--- config.mk ---
export PLATFORM = sky130hd
export DESIGN_NAME = pipe_ctrl
export DESIGN_NICKNAME = d
export VERILOG_FILES = /design/src/rtl/mips_pkg.sv /design/src/rtl/exc_prio_enc.sv /design/src/rtl/pipe_ctrl.sv
export SDC_FILE = /design/constraint.sdc
export NUM_CORES = 1
export LEC_CHECK = 0
export CAP_MARGIN = 20
export CORE_MARGIN = 1.5
export CORE_UTILIZATION = 37
export CTS_CLUSTER_DIAMETER = 120
export CTS_CLUSTER_SIZE = 16
export DETAILED_ROUTE_END_ITERATION = 7
export PLACE_DENSITY = 0.76
export SLEW_MARGIN = 25
export SYNTH_ARGS = -nofsm -noshare
export SYNTH_HDL_FRONTEND = slang
export SYNTH_SLANG_ARGS = --single-unit
--- constraint.sdc ---
create_clock -name clk -period 1.7 [get_ports clk]
set_input_delay 0.17 -clock clk [delete_from_list [all_inputs] [get_ports clk]]
set_output_delay 0.17 -clock clk [all_outputs]
set_load 0.005 [all_outputs]
--- src/rtl/mips_pkg.sv ---
// Shared MIPS32 pipeline constants: ExcCodes, exception vector, control FSM states.
package mips_pkg;

  localparam int unsigned EXC_W  = 5;
  localparam int unsigned XLEN   = 32;

  localparam logic [EXC_W-1:0] EXC_NONE = 5'd0;
  localparam logic [EXC_W-1:0] EXC_ADEL = 5'd4;
  localparam logic [EXC_W-1:0] EXC_SYS  = 5'd8;
  localparam logic [EXC_W-1:0] EXC_BP   = 5'd9;
  localparam logic [EXC_W-1:0] EXC_RI   = 5'd10;
  localparam logic [EXC_W-1:0] EXC_OV   = 5'd12;

  localparam logic [XLEN-1:0] EXC_VECTOR = 32'hBFC0_0380;

  typedef enum logic [0:0] {
    RUN   = 1'b0,
    DRAIN = 1'b1
  } state_e;

  // EPC points at the branch when the faulting instruction sits in a delay slot
  function automatic logic [XLEN-1:0] calc_epc(input logic [XLEN-1:0] pc, input logic bd);
    return bd ? (pc - XLEN'(4)) : pc;
  endfunction

endpackage

--- src/rtl/exc_prio_enc.sv ---
// Maps MEM-stage exception flags to an ExcCode; the lowest flag bit wins.
module exc_prio_enc
  import mips_pkg::*;
(
  input  logic [EXC_W-1:0] exc_flags,
  output logic [EXC_W-1:0] exc_code_c
);

  // Fixed priority: fetch address error, syscall, break, reserved instr, overflow
  always_comb begin
    exc_code_c = EXC_NONE;
    if (exc_flags[0])      exc_code_c = EXC_ADEL;
    else if (exc_flags[1]) exc_code_c = EXC_SYS;
    else if (exc_flags[2]) exc_code_c = EXC_BP;
    else if (exc_flags[3]) exc_code_c = EXC_RI;
    else if (exc_flags[4]) exc_code_c = EXC_OV;
  end

endmodule

--- src/rtl/pipe_ctrl.sv ---
// Five-stage handshake, flush and precise-exception controller for the MIPS32 pipeline.
module pipe_ctrl
  import mips_pkg::*;
(
  input  logic             clk,
  input  logic             reset,
  input  logic             IF_done,
  input  logic             ID_done,
  input  logic             EXE_done,
  input  logic             MEM_done,
  input  logic             WB_done,
  input  logic             ID_hazard,
  input  logic             IF_busy,
  input  logic [EXC_W-1:0] MEM_exc,
  input  logic             MEM_delay,
  input  logic [XLEN-1:0]  MEM_pc,
  output logic             IF_over,
  output logic             ID_over,
  output logic             EXE_over,
  output logic             MEM_over,
  output logic             WB_over,
  output logic             IF_allow_in,
  output logic             ID_allow_in,
  output logic             EXE_allow_in,
  output logic             MEM_allow_in,
  output logic             WB_allow_in,
  output logic             IF_valid,
  output logic             ID_valid,
  output logic             EXE_valid,
  output logic             MEM_valid,
  output logic             WB_valid,
  output logic             cancel,
  output logic             pc_redirect,
  output logic             fetch_en,
  output logic             drop_fetch,
  output logic [EXC_W-1:0] exc_cause,
  output logic             exc_bd,
  output logic [XLEN-1:0]  exc_epc
);

  logic if_valid_q,  if_valid_d;
  logic id_valid_q,  id_valid_d;
  logic exe_valid_q, exe_valid_d;
  logic mem_valid_q, mem_valid_d;
  logic wb_valid_q,  wb_valid_d;
  state_e state_q, state_d;
  logic [EXC_W-1:0] exc_cause_q, exc_cause_d;
  logic             exc_bd_q,    exc_bd_d;
  logic [XLEN-1:0]  exc_epc_q,   exc_epc_d;
  logic [EXC_W-1:0] exc_code_c;
  logic             take_exc_c;

  exc_prio_enc u_exc_prio_enc (
    .exc_flags  (MEM_exc),
    .exc_code_c (exc_code_c)
  );

  assign IF_valid  = if_valid_q;
  assign ID_valid  = id_valid_q;
  assign EXE_valid = exe_valid_q;
  assign MEM_valid = mem_valid_q;
  assign WB_valid  = wb_valid_q;
  assign exc_cause = exc_cause_q;
  assign exc_bd    = exc_bd_q;
  assign exc_epc   = exc_epc_q;

  // Exception acceptance, stage over flags and back-pressure chain from WB towards IF
  always_comb begin
    take_exc_c   = ~reset & mem_valid_q & (|MEM_exc) & (state_q == RUN);
    cancel       = take_exc_c;
    pc_redirect  = take_exc_c;
    IF_over      = if_valid_q & IF_done;
    ID_over      = id_valid_q & ID_done & ~ID_hazard;
    EXE_over     = exe_valid_q & EXE_done;
    MEM_over     = mem_valid_q & MEM_done & ~take_exc_c;
    WB_over      = wb_valid_q & WB_done;
    WB_allow_in  = ~wb_valid_q | WB_done;
    MEM_allow_in = ~mem_valid_q | (MEM_over & WB_allow_in);
    EXE_allow_in = ~exe_valid_q | (EXE_over & MEM_allow_in);
    ID_allow_in  = ~id_valid_q | (ID_over & EXE_allow_in);
    IF_allow_in  = ~if_valid_q | (IF_over & ID_allow_in);
  end

  // Refetch FSM: while a squashed fetch is still on the bus, block new fetches and drop its data
  always_comb begin
    state_d    = state_q;
    fetch_en   = 1'b0;
    drop_fetch = 1'b0;
    case (state_q)
      RUN: begin
        fetch_en = 1'b1;
        if (take_exc_c && IF_busy) state_d = DRAIN;
      end
      DRAIN: begin
        drop_fetch = 1'b1;
        if (!IF_busy) state_d = RUN;
      end
      default: state_d = RUN;
    endcase
  end

  // Valid bits advance on allow_in; an exception squashes IF..MEM while WB retires normally
  always_comb begin
    if_valid_d  = IF_allow_in  ? fetch_en : if_valid_q;
    id_valid_d  = ID_allow_in  ? IF_over  : id_valid_q;
    exe_valid_d = EXE_allow_in ? ID_over  : exe_valid_q;
    mem_valid_d = MEM_allow_in ? EXE_over : mem_valid_q;
    wb_valid_d  = WB_allow_in  ? MEM_over : wb_valid_q;
    if (take_exc_c) begin
      if_valid_d  = 1'b0;
      id_valid_d  = 1'b0;
      exe_valid_d = 1'b0;
      mem_valid_d = 1'b0;
    end
  end

  // CP0 exception record, held until the next accepted exception
  always_comb begin
    exc_cause_d = exc_cause_q;
    exc_bd_d    = exc_bd_q;
    exc_epc_d   = exc_epc_q;
    if (take_exc_c) begin
      exc_cause_d = exc_code_c;
      exc_bd_d    = MEM_delay;
      exc_epc_d   = calc_epc(MEM_pc, MEM_delay);
    end
  end

  // State registers with synchronous reset
  always_ff @(posedge clk) begin
    if (reset) begin
      if_valid_q  <= 1'b0;
      id_valid_q  <= 1'b0;
      exe_valid_q <= 1'b0;
      mem_valid_q <= 1'b0;
      wb_valid_q  <= 1'b0;
      state_q     <= RUN;
      exc_cause_q <= EXC_NONE;
      exc_bd_q    <= 1'b0;
      exc_epc_q   <= '0;
    end else begin
      if_valid_q  <= if_valid_d;
      id_valid_q  <= id_valid_d;
      exe_valid_q <= exe_valid_d;
      mem_valid_q <= mem_valid_d;
      wb_valid_q  <= wb_valid_d;
      state_q     <= state_d;
      exc_cause_q <= exc_cause_d;
      exc_bd_q    <= exc_bd_d;
      exc_epc_q   <= exc_epc_d;
    end
  end

endmodule

==> run metrics, run 1 <==
Fmax achieved 0.579 GHz; Initial Util 38.2%; Non-Filler Instances 504; failing checks setup timing; GRT Resource Usage Total 20.4%; WL final 6.86 mm; clock tree buffer depth 2; max-slew violations 0; H-Tree Depth 2; most frequent cells in the layout clkdlybuf4s50_1 (74), buf_4 (62), dfxtp_1 (42); Final Net Count 476; Die Area 6590 um^2; WL per Instance 13.6 um; required time worst endpoint 1530 ps; register area share after synthesis 38.1%; CTS tree yes; min-delay worst type in -> reg; fin crit period 1730 ps; DRT antenna net count 0; Core Area 5920 um^2; cts hold-fix bufs 0; Worst-Skew Late Latency 290 ps; Fillers 465; Root Buffer clkbuf_8; Bufs and invs on worst path 1; Post-Syn Nets 311; RD Place Congestion 0.816; cell family with most CP delay compound AO/OA/AOI/OAI gates; Final Setup Violations 1; initial DRC count 60; Netlist cell types 51; placed instance count 486; Die Ht 81.2 um; grt ovf 0; Synth Register Bits 43; Vias per Instance 4.94; critical path fanouts, max 2; clk slew on worst S/H paths 80 ps; row count 28; CTS Sinks 43; status finished, violations left; kind of critical path reg -> out; antenna cells 0; Detailed Routing Iterations Pass 1 4; Vias 2492; Final Util 69.8%; Syn Std Cell Area 2260 um^2; placed wire-length estimate 4.95 mm; PortBufs 102; critical-path cell list o311a_1 > a21boi_4 > a31oi_4 > a21bo_2 > buf_2; area grow syn2layout 82.7%; yosys warns 0; total power 2.13 mW; CP max stage delay 340 ps; power per cell area 514 nW/um^2; I/O pin count 104; Leak 1.55 nW; antenna violations before repair 0; first-pass GRT wire length 10.6 mm; Setup crit start kind register; period utilization 102%; worst path arrival time 1560 ps; number of remaining DRC errors 0; largest net degree at the start of global routing 40; Worst path slowest cell dfxtp_2; die width 81.2 um; clock skew 6.28 ps; most common library cell in the layout ignoring fill and taps clkdlybuf4s50_1; max-cap violations 0; layout cells sized above 1 29.8%; Mapped Avg Cell Area 8.60 um^2; final worst slack -27.1 ps; Final Hold Fails 0; Post-Syn Instances 263; vias in the first global route 2280; RSZ-0062 raised after global routing true; Max VDD drop 0.391 mV; CTS Buf Count 5; Worst setup EP type output port
[metrics by stage]
step / cell area (um^2) / setup WS, ps / hold WS [ps] / TNS [ps]
6_report: 4130 / -27.1 / 308 / -27.1
5_1_grt: 4130 / -72.3 / 356 / -178
4_1_cts: 3960 / -99.6 / 339 / -114
3_5_place_dp: 3760 / -630 / 449 / -18020
3_3_place_gp: 3760 / -600 / 439 / -15960
2_1_floorplan: 2260 / 64.8 / 284 / 0
[Yosys cell counts (all sizes together)]
| master | instances | area (um^2) |
|---|---|---|
| a211oi | 23 | 178 |
| a21bo | 1 | 10.0 |
| a21boi | 1 | 7.51 |
| a21o | 1 | 7.51 |
| a21oi | 11 | 55.1 |
| a22o | 2 | 17.5 |
| a311oi | 2 | 17.5 |
| a31oi | 1 | 6.26 |
| and2 | 2 | 12.5 |
| buf | 3 | 22.5 |
| clkbuf | 10 | 37.5 |
| conb | 1 | 3.75 |
| dfxtp | 43 | 861 |
| ha | 1 | 12.5 |
| inv | 9 | 33.8 |
| mux2i | 2 | 20.0 |
| nand2 | 18 | 67.6 |
| nand2b | 2 | 12.5 |
| nand3 | 4 | 25.0 |
| nand3b | 4 | 30.0 |
| nand4 | 3 | 31.3 |
| nor2 | 46 | 173 |
| nor2b | 1 | 6.26 |
| nor3 | 14 | 70.1 |
| nor4 | 7 | 83.8 |
| nor4b | 4 | 56.3 |
| o21a | 1 | 7.51 |
| o21ai | 4 | 20.0 |
| o22ai | 2 | 12.5 |
| o311a | 1 | 10.0 |
| o311ai | 1 | 26.3 |
| o31a | 1 | 8.76 |
| o31ai | 1 | 7.51 |
| or2 | 1 | 6.26 |
| or3 | 4 | 30.0 |
| or3b | 1 | 8.76 |
| or4 | 2 | 18.8 |
| or4bb | 1 | 11.3 |
| xnor2 | 17 | 149 |
| xor2 | 10 | 87.6 |
[cells by family after synthesis]
logic type / count (synthesis) / synth area share, %
xor gates and xnor gates: 27 / 10.5
buffers and inverters: 22 / 4.15
and+or+nand+nor: 114 / 28.4
other: 1 / 0.166
muxes: 2 / 0.885
adders and majority gates: 1 / 0.553
AOI/OAI and AO/OA: 53 / 17.3
DFF: 43 / 38.1
[report_power, final]
group / internal [mW] / total (mW) / switching [mW]
combinational: 0.239 / 0.411 / 0.172
clock: 0.370 / 0.688 / 0.317
sequential: 1.02 / 1.03 / 0.00931
total: 1.63 / 2.13 / 0.498
[cell type report]
cell class	count	area (um^2)	area share [%]
clock buffer	8	100	2.42
timing repair buffer	171	1540	37.3
multi-input combinational	198	1500	36.4
tap	75	93.8	2.27
inverter	9	33.8	0.817
sequential	43	862	20.9
[tightest hold or removal path, stage by stage]
cell and delay [ps]:
dlymetal6s2s_1 160, xnor2_1 160, a211oi_2 60
[worst paths after layout]
check | start | endpoint | slack (ps) | cells past startpoint
setup reg to reg | state_q$_SDFF_PP0_ | exc_epc[6]$_SDFFE_PP0P_ | 120 | 9
hold reg to reg | exc_cause[1]$_SDFFE_PP0P_ | exc_cause[1]$_SDFFE_PP0P_ | 460 | 2
hold / removal | MEM_pc[2] | exc_epc[2]$_SDFFE_PP0P_ | 310 | 3
setup / recovery | state_q$_SDFF_PP0_ | IF_allow_in | -30 | 5
[layer usage]
metal | global-route usage [%] | wire length [um]
met5 | 0 | 0
met2 | 34.5 | 3380
met3 | 3.48 | 416
met4 | 4.83 | 78
met1 | 27.0 | 2980
[flip-flops by register name (all words and copies together), names as in the netlist]
name	cells
state_q	1
MEM_valid	1
IF_valid	1
EXE_valid	1
exc_epc	32
exc_cause	4
exc_bd	1
ID_valid	1
WB_valid	1
[repair_timing]
action,4_1_cts,5_1_grt
resized for setup,59,37
endpoints found under the hold margin,0,0
pin swaps,12,13
buffers inserted,6,4
setup endpoints to repair,48,44
No activity file was read; power rests on OpenSTA's default activity.
==> inputs of run 2 (changes only) <==
--- a/config.mk
+++ b/config.mk
@@ -12,6 +12,7 @@
 export CTS_CLUSTER_SIZE = 16
 export DETAILED_ROUTE_END_ITERATION = 7
 export PLACE_DENSITY = 0.76
+export SETUP_SLACK_MARGIN = 0.4
 export SLEW_MARGIN = 25
 export SYNTH_ARGS = -nofsm -noshare
 export SYNTH_HDL_FRONTEND = slang
==> run 2 against run 1 <==
The flow still finishes with violations (setup timing); sequential power about the same; largest power group unchanged; global-route usage up 4.4 points; first-iteration DRC count up 110%; critical path depth unchanged; critical path type unchanged; critical endpoint unchanged; setup slack worse by 14 ps; clock skew about the same; non-clock buffer count up 24; sequential share of layout area down 1.4 points; sequential cell count unchanged; register-to-register slack worse by 40 ps.
==> run metrics, run 2 (same netlist as run 1, synthesis figures left out) <==
Initial Util 38.2%; Core Area 5920 um^2; most frequent cells in the layout buf_4 (67), dlygate4sd2_1 (43), nor2_1 (34); Vias 2690; first-pass GRT wire length 12.6 mm; die width 81.2 um; DRT antenna net count 0; min-delay worst type in -> reg; kind of critical path reg -> out; antenna violations before repair 0; CTS Buf Count 5; CTS Sinks 43; Die Area 6590 um^2; Root Buffer clkbuf_8; CTS tree yes; Detailed Routing Iterations Pass 1 4; most common library cell in the layout ignoring fill and taps buf_4; Fillers 386; fin crit period 1740 ps; largest net degree at the start of global routing 40; critical path fanouts, max 3; PortBufs 102; layout cells sized above 1 47.5%; Final Net Count 500; number of remaining DRC errors 0; Worst setup EP type output port; Max VDD drop 0.410 mV; Tightest Pin Transition 506 ps; final worst slack -40.9 ps; initial DRC count 128; GRT Resource Usage Total 24.8%; pre-CTS WS -507 ps; area grow syn2layout 104%; max FFs per register 32; WL final 8.48 mm; clock skew 6.08 ps; RD Place Congestion 0.775; grt ovf 0; max-cap violations 0; Final Util 78.0%; period utilization 102%; Setup crit start kind register; antenna cells 0; total power 2.11 mW; Vias per Instance 5.09; clock tree buffer depth 2; cts hold-fix bufs 0; status finished, violations left; failing checks setup timing; max-slew violations 0; clk slew on worst S/H paths 80 ps; power per cell area 458 nW/um^2; row count 28; Die Ht 81.2 um; vias in the first global route 2698; I/O pin count 104; WL per Instance 16.1 um; worst path arrival time 1570 ps; Leak 2.27 nW; H-Tree Depth 2; Final Setup Violations 2; RSZ-0062 raised after global routing true; required time worst endpoint 1530 ps; Final Hold Fails 0; Reg area 900 um^2; Slew HR 66.2%; placed wire-length estimate 5.37 mm; Worst-Skew Late Latency 280 ps; Fmax achieved 0.574 GHz; area taken by multi-input logic gates 1680 um^2
==> run 2: changes by cell type in the layout (fill, tap and decap cells not counted), moves of 8 or more <==
cell	before	now
dlymetal6s2s_1	5	20
buf_6	6	28
dfxtp_2	1	25
clkdlybuf4s50_1	74	12
dlygate4sd2_1	17	43
dfxtp_1	42	16
nor2_4	1	9
==> run 2: cell type report <==
type	count	area share, %
inverters	9	0.732
clock inverters	1	0.108
repair buffers	195	39.7
multi-input cells	198	36.3
flip-flops and latches	43	19.5
well taps	75	2.03
clock buffers	7	1.65
==> run 2: stage by stage <==
stage	hold slack, ps	setup TNS (ps)	cells	cell area (um^2)
3_5_place_dp	450	-14960	482	3840
4_1_cts	226	-76.3	520	4440
3_3_place_gp	441	-13680	482	3840
6_report	237	-56.7	528	4620
2_1_floorplan	284	0	263	2450
5_1_grt	238	-272	528	4620
==> run 2: repair_timing <==
| action | in CTS | in global routing |
|---|---|---|
| gates cloned | 2 | 0 |
| buffers inserted | 28 | 8 |
| hold endpoints to repair | 0 | 0 |
| pin swaps | 34 | 18 |
| gates resized for setup | 242 | 39 |
| endpoints found under the setup margin | 93 | 71 |
==> run 2: routing by layer <==
metal | wire length [um] | part of all wire, % | vias to the layer above | global-route usage, %
met4 | 149 | 1.8 | 0 | 7.76
li1 | - | - | 1313 | -
met3 | 441 | 5.2 | 16 | 4.16
met2 | 4440 | 52 | 95 | 47.9
met1 | 3440 | 41 | 1266 | 27.2
met5 | 0 | 0 | - | 0
==> run 2: worst max-delay path, stage by stage (launching register included) <==
cell and delay, ps:
dfxtp_2 340, o311a_1 310, a21boi_2 190, a31oi_2 120, a21bo_2 220, buf_6 110
==> run 2: final timing paths <==
kind | slack (ps) | cells after the start | start | to
setup / recovery | -40 | 5 | state_q$_SDFF_PP0_ | IF_allow_in
hold / removal | 240 | 3 | MEM_pc[6] | exc_epc[6]$_SDFFE_PP0P_
setup reg to reg | 80 | 7 | state_q$_SDFF_PP0_ | IF_valid$_SDFFE_PP0P_
hold reg to reg | 460 | 2 | exc_epc[1]$_SDFFE_PP0P_ | exc_epc[1]$_SDFFE_PP0P_
==> run 2: report_power, final <==
group	total, mW	switching [mW]	internal [mW]
sequential	1.02	0.00838	1.02
clock	0.620	0.332	0.289
combinational	0.468	0.209	0.259
==> inputs of run 3 (changes only) <==
--- a/config.mk
+++ b/config.mk
@@ -12,7 +12,7 @@
 export CTS_CLUSTER_SIZE = 16
 export DETAILED_ROUTE_END_ITERATION = 7
 export PLACE_DENSITY = 0.76
-export SETUP_SLACK_MARGIN = 0.4
+export REMOVE_ABC_BUFFERS = 1
 export SLEW_MARGIN = 25
 export SYNTH_ARGS = -nofsm -noshare
 export SYNTH_HDL_FRONTEND = slang
==> run 3 against run 2 <==
The run still ends with setup timing left; total power rose by 1.7%; clock power rose by 17%; die area did not move; sequential share of layout area rose by 1.9 points; clock skew rose by 5.3 ps; via count fell by 6.8%; routed wire length fell by 18%; sequential cell count did not move; critical endpoint unchanged.
==> run metrics, run 3 (same netlist as run 1, synthesis figures left out) <==
die width 81.2 um; required time worst endpoint 1530 ps; Worst setup EP type output port; RSZ-0062 raised after global routing true; fin crit period 1780 ps; failing checks setup timing; total power 2.15 mW; layout cells sized above 1 25.4%; Root Buffer clkbuf_8; worst path arrival time 1610 ps; Fmax achieved 0.561 GHz; Final Hold Fails 0; WL per Instance 13.9 um; Worst Setup SP state_q$_SDFF_PP0_; grt ovf 0; antenna cells 0; fin area 4030 um^2; Setup crit start kind register; Detailed Routing Iterations Pass 1 4; largest net degree at the start of global routing 32; reg2reg end IF_valid$_SDFFE_PP0P_; Final Util 68.1%; critical path fanouts, max 4; Max VDD drop 0.290 mV; min-delay worst type in -> reg; max FFs per register 32; PortBufs 102; final worst slack -82.3 ps; Worst-Skew Late Latency 300 ps; Vias per Instance 5.00; row count 28; Critical R2R Launch state_q$_SDFF_PP0_; area grow syn2layout 78.3%; max-cap violations 0; Die Ht 81.2 um; vias in the first global route 2467; placed wire-length estimate 5.21 mm; kind of critical path reg -> out; status finished, violations left; max-slew violations 0; H-Tree Depth 2; CTS Buf Count 5; I/O pin count 104; Critical Path End IF_allow_in; DRT antenna net count 0; CTS Sinks 43; Initial Util 38.2%; Final Net Count 473; most frequent cells in the layout clkdlybuf4s50_1 (75), buf_4 (59), nor2_1 (46); period utilization 105%; R2R Setup Slk 70 ps; clock skew 11.4 ps; number of remaining DRC errors 0; power per cell area 533 nW/um^2; WL final 6.95 mm; cells on worst reg2reg path 6; RD Place Congestion 0.823; initial DRC count 79; Die Area 6590 um^2; Vias 2506; first-pass GRT wire length 11.0 mm; GRT Resource Usage Total 21.4%; dpl cell area 3760 um^2; most common library cell in the layout ignoring fill and taps clkdlybuf4s50_1; Final Setup Violations 2; antenna violations before repair 0; CTS tree yes; clock tree buffer depth 2; clk slew on worst S/H paths 80 ps; Hold Slack 308 ps; Core Area 5920 um^2; Leak 1.53 nW
==> run 3: cell count changes in the layout (fill, tap and decap cells not counted), sizes merged <==
cell / change
clkinv: -1
clkdlybuf4s15: -3
dlygate4sd2: -31
dlymetal6s2s: -15
clkdlybuf4s50: +63
buf: -41
clkbuf: +1
==> run 3: power breakdown <==
| group | switching [mW] | internal [mW] | total (mW) |
|---|---|---|---|
| clock | 0.353 | 0.371 | 0.725 |
| combinational | 0.164 | 0.234 | 0.398 |
| sequential | 0.00904 | 1.02 | 1.03 |
| total | 0.527 | 1.62 | 2.15 |
==> run 3: worst min path at each step <==
stage / from / to / depth (start not counted)
6_report: MEM_exc[0] / exc_cause[2]$_SDFFE_PP0P_ / 4
5_1_grt: MEM_exc[0] / exc_cause[2]$_SDFFE_PP0P_ / 4
4_1_cts: MEM_pc[6] / exc_epc[6]$_SDFFE_PP0P_ / 3
3_5_place_dp: exc_cause[1]$_SDFFE_PP0P_ / exc_cause[1]$_SDFFE_PP0P_ / 2
3_3_place_gp: exc_cause[1]$_SDFFE_PP0P_ / exc_cause[1]$_SDFFE_PP0P_ / 2
2_1_floorplan: reset / exc_epc[25]$_SDFFE_PP0P_ / 1
==> run 3: stage by stage <==
step | cells | worst slack, ps | setup TNS, ps
2_1_floorplan | 250 | -218 | -5900
3_3_place_gp | 486 | -525 | -18090
3_5_place_dp | 486 | -618 | -19350
4_1_cts | 500 | -70.0 | -74.4
5_1_grt | 501 | -127 | -208
6_report | 501 | -82.3 | -103
==> run 3: critical path, stage by stage (launching register included) <==
cell and delay, ps:
dfxtp_2 350, o311a_1 300, a21boi_2 220, a31oi_2 140, a21bo_2 220, buf_6 110
==> run 3: cell type report <==
cell class | count | area, um^2
Timing Repair Buffer | 168 | 1530
Tap cell | 75 | 93.8
Multi-Input combinational cell | 198 | 1410
Fill cell | 504 | 1890
Inverter | 9 | 33.8
Clock buffer | 8 | 100
Sequential cell | 43 | 862
==> run 3: repair_timing <==
item / 4_1_cts / 5_1_grt
resized for setup: 60 / 20
pin swaps: 15 / 14
hold buffers: 0 / 0
endpoints found under the hold margin: 0 / 0
buffers inserted: 6 / 2
setup endpoints to repair: 48 / 35
gates cloned: 0 / 0
==> run 3: per-layer routing <==
| metal | share of wire [%] | up-vias | global-route usage [%] |
|---|---|---|---|
| met1 | 44 | 1155 | 25.7 |
| met5 | 0 | - | 0 |
| met4 | 0.92 | 0 | 5.17 |
| met2 | 48 | 86 | 38.4 |
| met3 | 6.8 | 6 | 4.83 |
| li1 | - | 1259 | - |
